**config.mk**
```make
export PLATFORM = sky130hd
export DESIGN_NAME = hack_cpu_ctrl
export DESIGN_NICKNAME = d
export VERILOG_FILES = /design/src/rtl/hack_cpu_ctrl.sv
export SDC_FILE = /design/constraint.sdc
export NUM_CORES = 1
export LEC_CHECK = 0
export CORE_ASPECT_RATIO = 0.5
export CORE_UTILIZATION = 36
export DETAILED_ROUTE_END_ITERATION = 12
export PLACE_DENSITY = 0.77
export SYNTH_ARGS = -nofsm -noshare
export SYNTH_HDL_FRONTEND = slang
export SYNTH_SLANG_ARGS = --single-unit
```
**constraint.sdc**
```tcl
create_clock -name clk -period 2 [get_ports clk]
set_input_delay 0.5 -clock clk [delete_from_list [all_inputs] [get_ports clk]]
set_output_delay 0.5 -clock clk [all_outputs]
set_load 0.1 [all_outputs]
```
**src/rtl/hack_cpu_ctrl.sv**
```systemverilog
// Hack CPU control/register stage.
// Holds A, D and the PC, decodes the current instruction into ALU operands
// and control, then uses the same-cycle ALU result for writeback, memory
// write and jump resolution. A write to data RAM that is not accepted
// immediately parks the core in WAIT_MEM until mem_ready arrives.
//
// state    | meaning
// ---------+-----------------------------------------------------------
// RUN      | normal execution, one instruction per valid cycle
// WAIT_MEM | C-instruction with d[M] accepted, write pending on mem_ready

module hack_cpu_ctrl #(
  parameter int unsigned    PC_W     = 15,
  parameter logic [PC_W-1:0] PC_RESET = 15'd0
) (
  input  logic            clk,
  input  logic            reset,
  input  logic [15:0]     instruction,
  input  logic            instr_valid,
  input  logic [15:0]     inM,
  input  logic            mem_ready,
  output logic [PC_W-1:0] pc,
  output logic [PC_W-1:0] addressM,
  output logic [15:0]     outM,
  output logic            writeM,
  output logic [15:0]     alu_x,
  output logic [15:0]     alu_y,
  output logic [5:0]      alu_ctl,
  input  logic [15:0]     alu_out,
  input  logic            alu_zr,
  input  logic            alu_ng
);

  typedef enum logic [0:0] {
    RUN      = 1'b0,
    WAIT_MEM = 1'b1
  } state_t;

  state_t          state, state_next;
  logic [15:0]     a_reg;
  logic [15:0]     d_reg;
  logic [PC_W-1:0] pc_reg;

  // Instruction fields. Bits 14:13 of a C-instruction carry no meaning.
  logic       is_c;
  logic       sel_m;
  logic [2:0] dest;
  logic [2:0] jmp;
  logic       jump;

  // Control decisions for the register update.
  logic load_a_instr;
  logic commit;

  // Field decode and jump condition from the ALU flags of this cycle.
  always_comb begin
    is_c  = instruction[15];
    sel_m = instruction[12];
    dest  = instruction[5:3];
    jmp   = instruction[2:0];
    jump  = (jmp[2] & alu_ng) |
            (jmp[1] & alu_zr) |
            (jmp[0] & ~alu_zr & ~alu_ng);
  end

  // ALU operand and control drive; purely a function of instruction and state.
  always_comb begin
    alu_x   = d_reg;
    alu_y   = (is_c && sel_m) ? inM : a_reg;
    alu_ctl = is_c ? instruction[11:6] : 6'b0;
  end

  // Memory-side outputs. The address is always the pre-writeback A so that
  // AM=... style instructions write to the old location.
  assign addressM = a_reg[PC_W-1:0];
  assign outM     = alu_out;
  assign pc       = pc_reg;

  // Next-state and commit decisions.
  always_comb begin
    state_next   = state;
    load_a_instr = 1'b0;
    commit       = 1'b0;
    writeM       = 1'b0;
    unique case (state)
      RUN: begin
        if (instr_valid) begin
          if (!is_c) begin
            load_a_instr = 1'b1;
          end else if (dest[0]) begin
            writeM = 1'b1;
            if (mem_ready) commit = 1'b1;
            else           state_next = WAIT_MEM;
          end else begin
            commit = 1'b1;
          end
        end
      end
      WAIT_MEM: begin
        // The instruction was accepted on entry; instr_valid no longer matters.
        writeM = 1'b1;
        if (mem_ready) begin
          commit     = 1'b1;
          state_next = RUN;
        end
      end
      default: state_next = RUN;
    endcase
  end

  // State register.
  always_ff @(posedge clk) begin
    if (reset) state <= RUN;
    else       state <= state_next;
  end

  // A, D and PC update. Jump target uses the A value read this cycle, before
  // any writeback of the same instruction lands.
  always_ff @(posedge clk) begin
    if (reset) begin
      a_reg  <= 16'd0;
      d_reg  <= 16'd0;
      pc_reg <= PC_RESET;
    end else if (load_a_instr) begin
      a_reg  <= instruction;
      pc_reg <= pc_reg + 1'b1;
    end else if (commit) begin
      if (dest[2]) a_reg <= alu_out;
      if (dest[1]) d_reg <= alu_out;
      pc_reg <= jump ? a_reg[PC_W-1:0] : pc_reg + 1'b1;
    end
  end

endmodule

```
==> results of run 1 <==
[cells in the mapped netlist, types with 2 or more instances]
cell / number / area (um^2)
sky130_fd_sc_hd__dfxtp_1: 48 / 961
sky130_fd_sc_hd__nor2_1: 38 / 143
sky130_fd_sc_hd__buf_4: 31 / 233
sky130_fd_sc_hd__mux2i_1: 30 / 300
sky130_fd_sc_hd__a21oi_1: 18 / 90.1
sky130_fd_sc_hd__a211oi_1: 16 / 120
sky130_fd_sc_hd__mux2_2: 16 / 180
sky130_fd_sc_hd__clkbuf_1: 12 / 45.0
sky130_fd_sc_hd__nand2_1: 12 / 45.0
sky130_fd_sc_hd__nand3_1: 10 / 50.1
sky130_fd_sc_hd__and2_1: 6 / 37.5
sky130_fd_sc_hd__inv_1: 6 / 22.5
sky130_fd_sc_hd__nor3_1: 6 / 30.0
sky130_fd_sc_hd__o21ai_0: 6 / 30.0
sky130_fd_sc_hd__o32ai_1: 6 / 52.6
sky130_fd_sc_hd__buf_2: 5 / 25.0
sky130_fd_sc_hd__and3_1: 4 / 25.0
sky130_fd_sc_hd__a21o_1: 3 / 22.5
sky130_fd_sc_hd__nand4_1: 3 / 18.8
sky130_fd_sc_hd__nor3b_1: 3 / 22.5
sky130_fd_sc_hd__o31a_1: 3 / 26.3
sky130_fd_sc_hd__a22oi_1: 2 / 15.0
sky130_fd_sc_hd__a31oi_1: 2 / 12.5
sky130_fd_sc_hd__nand3b_1: 2 / 15.0
sky130_fd_sc_hd__o31ai_1: 2 / 15.0
sky130_fd_sc_hd__or4_1: 2 / 15.0
[logic make-up after synthesis]
family	after synthesis	synth area share
simple gates	90	0.160
compound gates	69	0.178
buf+inv	56	0.126
flops	48	0.355
mux	46	0.178
fa+ha+maj	1	0.00462
[through the flow]
step,total power [mW],instances,hold slack [ns]
floorplan,2.13,310,0.466
global placement,2.75,522,0.473
detailed placement,2.79,522,0.496
CTS,3.80,531,0.511
global route,3.94,533,0.537
finish,3.88,533,0.507
[final cells by class]
class	count	area share
Clock buffer	5	0.0238
Multi-Input combinational cell	206	0.290
Timing Repair Buffer	173	0.465
Clock inverter	3	0.00882
Inverter	6	0.00429
Tap cell	92	0.0219
Sequential cell	48	0.186
[power groups by stage]
stage          sequential, mW  combinational (mW)  clock, mW
3_5_place_dp             1.11                1.68          0
2_1_floorplan            1.25               0.882          0
5_1_grt                  1.10                1.80       1.05
4_1_cts                  1.09                1.72       1.00
6_report                 1.09                1.76       1.02
3_3_place_gp             1.10                1.65          0
[worst reg2reg max path, stage by stage (launching register included)]
cell,delay (ns)
sky130_fd_sc_hd__dfxtp_1,0.41
sky130_fd_sc_hd__a21oi_1,0.27
sky130_fd_sc_hd__o22ai_1,0.12
sky130_fd_sc_hd__buf_4,0.17
sky130_fd_sc_hd__buf_4,0.18
sky130_fd_sc_hd__nor2_1,0.28
sky130_fd_sc_hd__a22oi_1,0.11
sky130_fd_sc_hd__a31oi_1,0.25
[routing by layer]
metal,track usage,wire [um],vias up
li1,-,-,1349
met1,0.361,5020,1590
met2,0.527,6090,187
met3,0.0629,662,56
met4,0.154,469,0
met5,0,0,-
[worst max-delay path by stage]
stage                               start  slack [ns]  cells after the start     end
after global routing               alu_ng       -0.08                      8  pc[13]
after CTS                     instr_valid       0.005                      8  pc[14]
after detailed placement  instruction[15]       -0.37                      8  pc[14]
after floorplan                     pc[0]      -0.005                      6  pc[10]
final                              alu_ng       -0.08                      8  pc[13]
after global placement    instruction[15]       -0.28                      5  pc[11]
[what timing repair did]
item | CTS | global route
gates cloned | 1 | 1
pin swaps | 1 | 3
resized for setup | 22 | 11
hold endpoints to repair | 0 | 0
setup endpoints to repair | 32 | 17
setup buffers | 0 | 1
==> results.toml, run 1 <==
[synthesis]
synth_flop_cell = "sky130_fd_sc_hd__dfxtp_1"
post_synth.cell_area_avg_um2 = 8.73
ys_ff_latch = 48
synth_warn = 0
syn_nets = 365
synth-seq-area-share = 0.355
number_of_enable_type_register_cells_in_the_synthesized_netlist = 0
async_reset_ff_frac = 0
syn-instance-count = 310
synth.cell_area_mm2 = 0.00271
ys_types = 44

[hold_path]
holdPathStages = 2
hold_path_startpoint = "alu_x[13]"
hold_path_class = "flip-flop to flip-flop"
hold_end = "alu_x[13]"

[routing]
dr.pass1.iters = 7
route.detailed.drc = 0
post_drt_wl_per_cell_um = 23.0
vias = 3182
drtIter0Drc = 332
route.antenna.remaining_nets = 0
wirelength_um = 12200
drt-vias-per-instance = 5.97

[setup_path]
crit-reg2reg-launch = "state"
critical_path.cell_chain = "clkdlybuf4s50_1 > a22o_1 > buf_4 > o21ai_4 > clkbuf_16 > buf_4 > nand3_1 > a31oi_1"
worst_setup_path_end_kind = "flip-flop"
criticalPathCategory = "input pin to flip-flop"
critical_path_s_top_delay_family = "buffers and inverters"
timing.critical_path.slowest_cell_delay_ns = 0.47
worstPathRequired_ns = 2.21
critical_path_peak_fanout = 8
timing.critical_path.buf_inv = 4
setup.reg_to_reg.worst_slack_ns = 0.11
worst_r2r_endpoint = "pc[13]"
r2r.worst_path.cells = 7
worstSetupStartpointType = "input pin"
crit_top_cell = "sky130_fd_sc_hd__buf_4"
worst_ep_arrival_time_ns = 2.29
cpMaxStageDelayCell = "sky130_fd_sc_hd__clkdlybuf4s50_1"

[sta]
peak_freq_mhz = 482
slew-limit-headroom = 0.736
finalMaxSlewViolations = 0
final.setup.tns_ns = -0.143
pin_slew_with_the_least_headroom_to_its_limit_ns = 0.395
timing.clock.skew_ns = 0.00672
period_share = 1.04
finalCriticalPeriod_ns = 2.08
fin_ws_ns = -0.0767
hold_violations = 0
final-setup-viol-count = 2

[job]
max_cap_viol = 0

[grt]
grt_first_pass_wirelength_um = 18500
grt_pass1_vias = 3191
antenna_found_initial = 0
track_usage = 0.304
largest_net_degree_at_the_start_of_global_routing = 27
grt-ovfl-total = 0

[clock_network]
cts.htree.levels = 2
cts_hold_buf = 0
cts_tree = "yes"
path_clk_slew_ns = 0.07
tritoncts_num_sinks = 48
clock_tree.root_cell = "sky130_fd_sc_hd__clkbuf_16"
clk_path_buf_depth = 2
tritoncts.num_buffers = 5
clock_latency_ns = 0.30

[outcome]
violations_in_the_final_reports = "negative setup slack"
run_status = "finished, violations left"

[cells_and_area]
postLayoutCoreUtil = 0.754
stdcell_area_mm2 = 0.00525
layout-drive-gt1-share = 0.385
final_nets = 495
multiInputGateArea_mm2 = 0.00152
insertedDiodeCount = 0
mostFrequentLayoutCells = "sky130_fd_sc_hd__buf_12 (77), sky130_fd_sc_hd__clkdlybuf4s50_1 (48), sky130_fd_sc_hd__nor2_1 (38)"
mostFrequentLayoutCell = "sky130_fd_sc_hd__buf_12"
fillers = 378
final-seq-area_um2 = 976
areaGrowthSynthToFinish_pct = 94.0

[pwr]
p_clk_frac = 0.263
power_switching_mw = 1.61
power-per-cell-area_mw_per_mm2 = 738
power.share.sequential = 0.282
net_switching_fraction_of_the_power = 0.415
static-leakage-power_nw = 2.31
combPwrFrac = 0.455
power.ir.vdd_worst_v = 0.000400
intPower_mw = 2.27

[die]
core_region_area_mm2 = 0.00696
die-width_um = 125
floorplan.rows = 21
initial_utilization = 0.389
chipHeight_um = 63.3
design.portCount = 139
die_area_mm2 = 0.00789

[place]
io_buffer_count = 138
post_dp_cell_area_mm2 = 0.00493
place.detailed.hpwl_um = 7990
preCtsSetupSlack_ns = -0.365
gp_congestion = 0.846
No activity file was read; power rests on OpenSTA's default activity.
==> run 2: changes to the inputs <==
GPL_TIMING_DRIVEN = 0   (was default)
==> results.toml, run 2 (synthesized netlist as in run 1, its figures left out) <==
[grt]
grt_first_pass_wirelength_um = 15100
track_usage = 0.242
largest_net_degree_at_the_start_of_global_routing = 18
antenna_found_initial = 0
grt_pass1_vias = 2763
grt-ovfl-total = 0

[clock_network]
clock_latency_ns = 0.30
path_clk_slew_ns = 0.06
cts.htree.levels = 2
clk_path_buf_depth = 2
cts_tree = "yes"
clock_tree.root_cell = "sky130_fd_sc_hd__clkbuf_16"
cts_hold_buf = 0
tritoncts.num_buffers = 5
tritoncts_num_sinks = 48

[setup_path]
crit_top_cell = "sky130_fd_sc_hd__buf_4"
worstSetupEndpoint = "outM[14]"
r2r.worst_path.cells = 6
cpMaxStageDelayCell = "sky130_fd_sc_hd__clkdlybuf4s50_1"
critical_path_peak_fanout = 3
worstPathRequired_ns = 1.50
worst_ep_arrival_time_ns = 1.50
setup.reg_to_reg.worst_slack_ns = 0.14
criticalPathCategory = "input pin to output port"
worst_r2r_endpoint = "pc[11]"
timing.critical_path.slowest_cell_delay_ns = 0.58
critical_path.cell_chain = "clkdlybuf4s50_1 > buf_4 > buf_4"
worstSetupStartpointType = "input pin"
crit-reg2reg-launch = "state"
crit_start = "alu_out[14]"
worst_setup_path_end_kind = "output port"

[cells_and_area]
postLayoutCoreUtil = 0.662
insertedDiodeCount = 0
mostFrequentLayoutCells = "sky130_fd_sc_hd__buf_4 (64), sky130_fd_sc_hd__clkdlybuf4s50_1 (48), sky130_fd_sc_hd__nor2_1 (38)"
final_nets = 515
final-seq-area_um2 = 976
multiInputGateArea_mm2 = 0.00149
areaGrowthSynthToFinish_pct = 70.2
mostFrequentLayoutCell = "sky130_fd_sc_hd__buf_4"
layout-drive-gt1-share = 0.369
fillers = 560

[die]
chipHeight_um = 63.3
design.portCount = 139
die-width_um = 125
die_area_mm2 = 0.00789
initial_utilization = 0.389
floorplan.rows = 21
core_region_area_mm2 = 0.00696

[place]
preCtsSetupSlack_ns = -1.53
place.detailed.hpwl_um = 6980
io_buffer_count = 138
gp_congestion = 0.816

[routing]
route.detailed.drc = 0
wirelength_um = 9660
drtIter0Drc = 379
vias = 2897
post_drt_wl_per_cell_um = 17.5
route.antenna.remaining_nets = 0
drt-vias-per-instance = 5.24
dr.pass1.iters = 5

[pwr]
static-leakage-power_nw = 2.08
power.ir.vdd_worst_v = 0.000420
power.share.sequential = 0.302
intPower_mw = 2.07
power-per-cell-area_mw_per_mm2 = 770
p_clk_frac = 0.275
combPwrFrac = 0.424
power_switching_mw = 1.48
net_switching_fraction_of_the_power = 0.417

[outcome]
run_status = "finished, violations left"
violations_in_the_final_reports = "negative setup slack"

[sta]
finalCriticalPeriod_ns = 2.00
hold_violations = 0
fin_ws_ns = -0.00121
finalMaxSlewViolations = 0
final-setup-viol-count = 1
timing.clock.skew_ns = 0.00461
slew-limit-headroom = 0.353
pin_slew_with_the_least_headroom_to_its_limit_ns = 0.974
period_share = 1.00
peak_freq_mhz = 500
rsz0062_at_grt = "true"

[hold_path]
hold_path_class = "flip-flop to flip-flop"

[job]
max_cap_viol = 0
-- run 2: cell types whose count changed in the layout (fill, tap and decap cells not counted), moves of 5 or more --
| cell | before | now |
|---|---|---|
| sky130_fd_sc_hd__clkbuf_4 | 0 | 5 |
| sky130_fd_sc_hd__mux2_2 | 0 | 6 |
| sky130_fd_sc_hd__buf_4 | 37 | 64 |
| sky130_fd_sc_hd__clkbuf_2 | 0 | 15 |
| sky130_fd_sc_hd__buf_12 | 77 | 11 |
| sky130_fd_sc_hd__clkdlybuf4s15_2 | 0 | 23 |
| sky130_fd_sc_hd__clkdlybuf4s15_1 | 0 | 10 |
| sky130_fd_sc_hd__mux2_4 | 16 | 10 |
| sky130_fd_sc_hd__clkbuf_1 | 0 | 6 |
-- run 2: critical path, delay by kind of cell --
family	cells	cell delay (ns)
buf+inv	3	1.00
-- run 2: power by group through the flow --
stage	sequential (mW)	clock, mW	combinational (mW)
6_report	1.07	0.974	1.50
5_1_grt	1.08	1.03	1.55
4_1_cts	1.07	0.977	1.48
3_5_place_dp	1.09	0	1.43
3_3_place_gp	1.09	0	1.42
2_1_floorplan	1.25	0	0.882
-- run 2: stage by stage --
stage / hold WS, ns / TNS [ns] / instances / power, mW / area, um^2
final: 0.502 / -0.00121 / 553 / 3.55 / 4610
after floorplan: 0.466 / -0.00470 / 310 / 2.13 / 2770
after CTS: 0.504 / -0.0250 / 550 / 3.53 / 4590
after detailed placement: 0.486 / -62.76 / 540 / 2.52 / 4260
after global routing: 0.530 / -0.0844 / 553 / 3.66 / 4610
after global placement: 0.470 / -62.10 / 540 / 2.51 / 4260
-- run 2: cell type report --
class                           count  area share
Buffer                             48      0.0801
Clock buffer                        5      0.0272
Clock inverter                      3     0.00923
Inverter                            6     0.00489
Multi-Input combinational cell    206       0.324
Sequential cell                    48       0.212
Tap cell                           92      0.0250
Timing Repair Buffer              145       0.318
-- run 2: routing by layer --
| metal | up-vias | share of wire | GRT usage |
|---|---|---|---|
| met2 | 128 | 0.47 | 0.386 |
| met4 | 0 | 0.0070 | 0.0587 |
| li1 | 1396 | - | - |
| met1 | 1366 | 0.45 | 0.338 |
| met3 | 7 | 0.073 | 0.0450 |
| met5 | - | 0 | 0 |
-- run 2: what timing repair did --
| action | in CTS | in global routing |
|---|---|---|
| pin swaps | 1 | 4 |
| setup buffers | 1 | 4 |
| gates cloned | 2 | 0 |
| resized for setup | 391 | 50 |
| setup endpoints to repair | 119 | 70 |
-- run 2: worst min path at each step --
stage	from	endpoint	slack [ns]	depth (start not counted)
CTS	alu_x[12]	alu_x[12]	0.50	2
floorplan	a_reg[5]	a_reg[5]	0.47	2
global placement	alu_x[5]	alu_x[5]	0.47	2
global route	alu_x[13]	alu_x[13]	0.53	2
detailed placement	alu_x[1]	alu_x[1]	0.49	2
finish	alu_x[5]	alu_x[5]	0.50	2
